[config.mk]
export PLATFORM = sky130hd
export DESIGN_NAME = pe_array_ctrl
export DESIGN_NICKNAME = d
export VERILOG_FILES = /design/src/rtl/pe_array_ctrl.sv
export SDC_FILE = /design/constraint.sdc
export NUM_CORES = 2
export LEC_CHECK = 0
export ABC_AREA = 0
export ABC_CLOCK_PERIOD_IN_PS = 11510
export CAP_MARGIN = 0
export CORE_ASPECT_RATIO = 0.7
export CORE_MARGIN = 3
export CORE_UTILIZATION = 45
export DETAILED_ROUTE_END_ITERATION = 8
export PLACE_DENSITY = 0.75
export SYNTH_ARGS = -nofsm -noshare
export SYNTH_HDL_FRONTEND = slang
export SYNTH_SLANG_ARGS = --single-unit
[constraint.sdc]
create_clock -name clk -period 11.51 [get_ports clk]
set_input_delay 2.8775 -clock clk [delete_from_list [all_inputs] [get_ports clk]]
set_output_delay 2.8775 -clock clk [all_outputs]
set_load 0.02 [all_outputs]
[src/rtl/pe_array_ctrl.sv]
// Job sequencer for the 8x8 PE array: walks group x pixel x input tile,
// drives operand addresses, accumulates partial sums, streams output vectors.
module pe_array_ctrl #(
  parameter int ACC_W    = 32,
  parameter int LANES    = 8,
  parameter int MAX_WAIT = 255
) (
  input  logic                   clk,
  input  logic                   rst,
  input  logic                   start,
  input  logic [7:0]             cfg_k_tiles,
  input  logic [7:0]             cfg_n_groups,
  input  logic [15:0]            cfg_n_pix,
  output logic                   busy,
  output logic                   done,
  output logic                   err,
  output logic [15:0]            ifmap_addr,
  output logic [15:0]            weight_addr,
  output logic [7:0]             bias_addr,
  output logic                   bias_sel,
  output logic                   pe_en,
  input  logic                   pe_valid,
  input  logic [LANES*ACC_W-1:0] pe_ofmap,
  output logic                   out_valid,
  input  logic                   out_ready,
  output logic [LANES*ACC_W-1:0] out_data,
  output logic [15:0]            out_pix,
  output logic [7:0]             out_grp
);

  localparam int WW = $clog2(MAX_WAIT + 1);

  typedef enum logic [2:0] {
    IDLE, FETCH, ISSUE, WAIT, OUT, DONE
  } state_t;

  state_t                 state;
  logic [7:0]             kc, gc, k, grp;
  logic [15:0]            pc, pix;
  logic [15:0]            ibase, wbase;
  logic [WW-1:0]          wcnt;
  logic [LANES*ACC_W-1:0] acc;

  logic [15:0] kk;
  logic        last_k, last_pix, last_grp;

  assign kk       = {8'd0, kc};
  assign last_k   = (k == kc - 8'd1);
  assign last_pix = (pix == pc - 16'd1);
  assign last_grp = (grp == gc - 8'd1);
  assign out_data = acc;

  always_ff @(posedge clk) begin
    if (rst) begin
      state       <= IDLE;
      kc          <= '0;
      gc          <= '0;
      pc          <= '0;
      k           <= '0;
      grp         <= '0;
      pix         <= '0;
      ibase       <= '0;
      wbase       <= '0;
      wcnt        <= '0;
      acc         <= '0;
      busy        <= 1'b0;
      done        <= 1'b0;
      err         <= 1'b0;
      ifmap_addr  <= '0;
      weight_addr <= '0;
      bias_addr   <= '0;
      bias_sel    <= 1'b0;
      pe_en       <= 1'b0;
      out_valid   <= 1'b0;
      out_pix     <= '0;
      out_grp     <= '0;
    end else begin
      pe_en <= 1'b0;
      done  <= 1'b0;
      case (state)
        IDLE: if (start) begin
          kc          <= cfg_k_tiles;
          gc          <= cfg_n_groups;
          pc          <= cfg_n_pix;
          k           <= '0;
          pix         <= '0;
          grp         <= '0;
          ibase       <= '0;
          wbase       <= '0;
          ifmap_addr  <= '0;
          weight_addr <= '0;
          bias_addr   <= '0;
          bias_sel    <= 1'b1;
          err         <= 1'b0;
          busy        <= 1'b1;
          if (cfg_k_tiles != 0 && cfg_n_groups != 0 && cfg_n_pix != 0)
            state <= FETCH;
          else begin
            state <= DONE;
            done  <= 1'b1;
          end
        end
        FETCH: begin
          state <= ISSUE;
          pe_en <= 1'b1;
        end
        ISSUE: begin
          state <= WAIT;
          wcnt  <= '0;
        end
        WAIT: if (pe_valid) begin
          // first tile of an output starts a fresh sum
          for (int i = 0; i < LANES; i++)
            acc[i*ACC_W +: ACC_W] <=
              ((k == 8'd0) ? ACC_W'(0) : acc[i*ACC_W +: ACC_W])
              + pe_ofmap[i*ACC_W +: ACC_W];
          if (last_k) begin
            state     <= OUT;
            out_valid <= 1'b1;
            out_pix   <= pix;
            out_grp   <= grp;
          end else begin
            state       <= FETCH;
            k           <= k + 8'd1;
            ifmap_addr  <= ifmap_addr + 16'd1;
            weight_addr <= weight_addr + 16'd1;
            bias_sel    <= 1'b0;
          end
        end else if (wcnt == WW'(MAX_WAIT - 1)) begin
          state <= DONE;
          err   <= 1'b1;
          done  <= 1'b1;
        end else begin
          wcnt <= wcnt + 1'b1;
        end
        OUT: if (out_ready) begin
          out_valid <= 1'b0;
          k         <= '0;
          bias_sel  <= 1'b1;
          if (!last_pix) begin
            state       <= FETCH;
            pix         <= pix + 16'd1;
            ibase       <= ibase + kk;
            ifmap_addr  <= ibase + kk;
            weight_addr <= wbase;
          end else begin
            pix        <= '0;
            ibase      <= '0;
            ifmap_addr <= '0;
            if (last_grp) begin
              state <= DONE;
              done  <= 1'b1;
            end else begin
              state       <= FETCH;
              grp         <= grp + 8'd1;
              bias_addr   <= grp + 8'd1;
              wbase       <= wbase + kk;
              weight_addr <= wbase + kk;
            end
          end
        end
        DONE: begin
          state <= IDLE;
          busy  <= 1'b0;
        end
        default: state <= IDLE;
      endcase
    end
  end

endmodule
==> run metrics <==
Clock transition at path regs 0.07 ns; Seq cells post-synth 425; Final Skew 0.0217 ns; PostCTS Resize Cnt 0; critical path data required time 11.98 ns; Clk Latency, worst-skew pair 0.62 ns; Via density 5.61; final hold viol count 0; relative slew slack 0.209; Clock power frac 0.425; Yosys top cell area share 0.278; worst r2r dst out_data[255]$_SDFFE_PP0P_; Avg WL per Cell 18.7 um; CP Class primary input to register; Startpoint Class primary input; DR vias 30500; PortBufs 618; status finished, final reports clean; CTS max path bufs 3; total CTS buffers 49; Net Sw Power 1110 uW; area leader, netlist dfxtp_1; hold buffer count at CTS 0; Comb power frac 0.170; Sw Ratio 0.287; vias in the first global route 28100; R2R Setup Slk 5.50 ns; initial antenna violation count 16; chip height 224 um; first-pass GRT wire length 159000 um; syn avg cell area 7.67 um2; crit path time final 6.58 ns; RSZ-0062 raised after global routing no; drt pass-1 iters 6; drt initial violations 2366; post-synthesis cell count 3983; Ys Warns 0; Leakage 0.0160 uW; net count after synthesis 4561; die area 71100 um2; P_int 2750 uW; Worst Reg-to-Reg Cells 18; Core Rows 79; hold crit path type register to register; DRC Markers 0; Netlist cell types 77; GRT Util Overall 0.273; RePlAce Congestion 0.936; nets 5064; Fmax 0.152 GHz; Worst Hold Launch out_data[78]$_SDFFE_PP0P_; R2R Path Start k[0]$_SDFFE_PP0P_; fin worst setup slack 4.93 ns; WL final 102000 um; CP max stage cell a22oi_1; Setup WS pre-CTS 4.33 ns; Post-CTS Setup Repair Bufs 0; worst hold path depth 2; clk sink count 425; Final HPWL DP 75000 um; synthesized area 30600 um2; Core ar. 66800 um2; H-tree levels 2; largest net degree at the start of global routing 171; synth top area cells dfxtp_1 28%, ha_1 11%, a21oi_1 7.8%; EDFF count, synth 0; Crit. End Element register; Synth-to-Final Area Change 27.8%; Worst Hold Slack 0.461 ns; share of cells above drive strength 1 0.0303; ys flop type dfxtp_1; max-cap viol count 0; Setup TNS 0 ns; register area share after synthesis 0.278; Cell Pwr Density 98.8 nW/um2; critical-path cell list clkdlybuf4s50_1, and2_1, a21oi_2, buf_4, a22oi_1, buf_4, and2_1, o21ai_0, a32oi_1, o32ai_1; Synth top cells by count 517 x nand2_1, 479 x a21oi_1, 425 x dfxtp_1; root buffer cell clkbuf_16; Final Max Tran Viols 0; critical path fanouts, max 33; Top Ports 619; Worst EP arrival 7.05 ns; TritonCTS clock tree done; VDD IR-drop max 0.000115 V; Async S/R FF share, synth 0; grt ovf 0; # setup viols final 0; hold endpoint out_data[78]$_SDFFE_PP0P_; Post-DRT Antenna Nets 0; initial core utilization 0.457; Crit path largest cell delay 0.93 ns; Die Span X 317 um; Seq pwr share 0.405; Slew @ Worst Pin 1.16 ns; most common cell in the synthesized netlist nand2_1; period utilization 0.572
## flip-flops by register name (all words and copies together), names as in the netlist, 3 cells and up
signal       flops
out_grp          8
weight_addr     16
out_data       256
out_pix         16
wcnt             8
pc              16
kc               8
k                8
state            3
wbase           16
pix             16
gc               8
grp              8
ifmap_addr      16
ibase           16
## through the flow
step                       util  area [um2]  std cells  power (uW)
after floorplan               -       30600       3983        1960
after global placement    0.559       37400       5326        2240
after detailed placement  0.559       37400       5326        2240
after CTS                 0.584       39000       5416        3890
after global routing      0.584       39000       5422        4010
final                     0.585       39100       5428        3860
## how the worst max path moves through the flow
stage	from	to	slack, ns
floorplan	pe_ofmap[128]	out_data[158]$_SDFFE_PP0P_	5.73
global placement	start	weight_addr[15]$_SDFFE_PP0P_	4.46
detailed placement	start	weight_addr[15]$_SDFFE_PP0P_	4.33
CTS	start	weight_addr[15]$_SDFFE_PP0P_	5.00
global route	start	weight_addr[6]$_SDFFE_PP0P_	4.52
finish	start	weight_addr[15]$_SDFFE_PP0P_	4.93
## power groups by stage
stage | Sequential, uW | Combinational, uW | Clock [uW]
after global placement | 1590 | 644 | 0
after floorplan | 1610 | 356 | 0
after detailed placement | 1590 | 650 | 0
final | 1560 | 657 | 1640
after global routing | 1570 | 717 | 1730
after CTS | 1560 | 654 | 1670
## final cells by class
class	count	area (um2)
fill	6046	27800
multi-input combinational	3278	21000
tap	891	1110
inverter	95	357
clock buffer	68	1440
clock inverter	22	235
antenna	12	30.0
sequential	425	8510
timing repair buffer	637	6360
## logic make-up after synthesis
family,count (synthesis),share of synthesized area
and+or+nand+nor,1567,0.250
AOI/OAI and AO/OA,1094,0.221
DFF,425,0.278
xor gates and xnor gates,297,0.0851
adders and majority gates,285,0.119
buffers and inverters,280,0.0348
muxes,35,0.0115
## per-layer routing
layer / global-route usage / routed length [um]
met5: 0 / 124
met4: 0.0655 / 2220
met3: 0.0601 / 7740
met2: 0.423 / 44200
met1: 0.385 / 47400
## placed cells by master (no fill, tap or decap), drive strengths merged, types with 81 or more instances in the layout
cell type / Yosys / final
nand3: 81 / 81
nand2: 517 / 517
xnor2: 197 / 197
nor2: 333 / 333
and2: 260 / 260
clkdlybuf4s50: 0 / 617
xor2: 100 / 100
ha: 275 / 275
o21ai: 169 / 169
inv: 95 / 98
a21o: 108 / 108
dfxtp: 425 / 425
nor3: 82 / 82
a21oi: 479 / 479
## critical path, delay by kind of cell
family | cells | cell delay (ns)
AND/OR/NAND/NOR | 2 | 1.56
buffers and inverters | 3 | 1.11
AO/OA/AOI/OAI | 5 | 1.46
No activity file was read; power rests on OpenSTA's default activity.
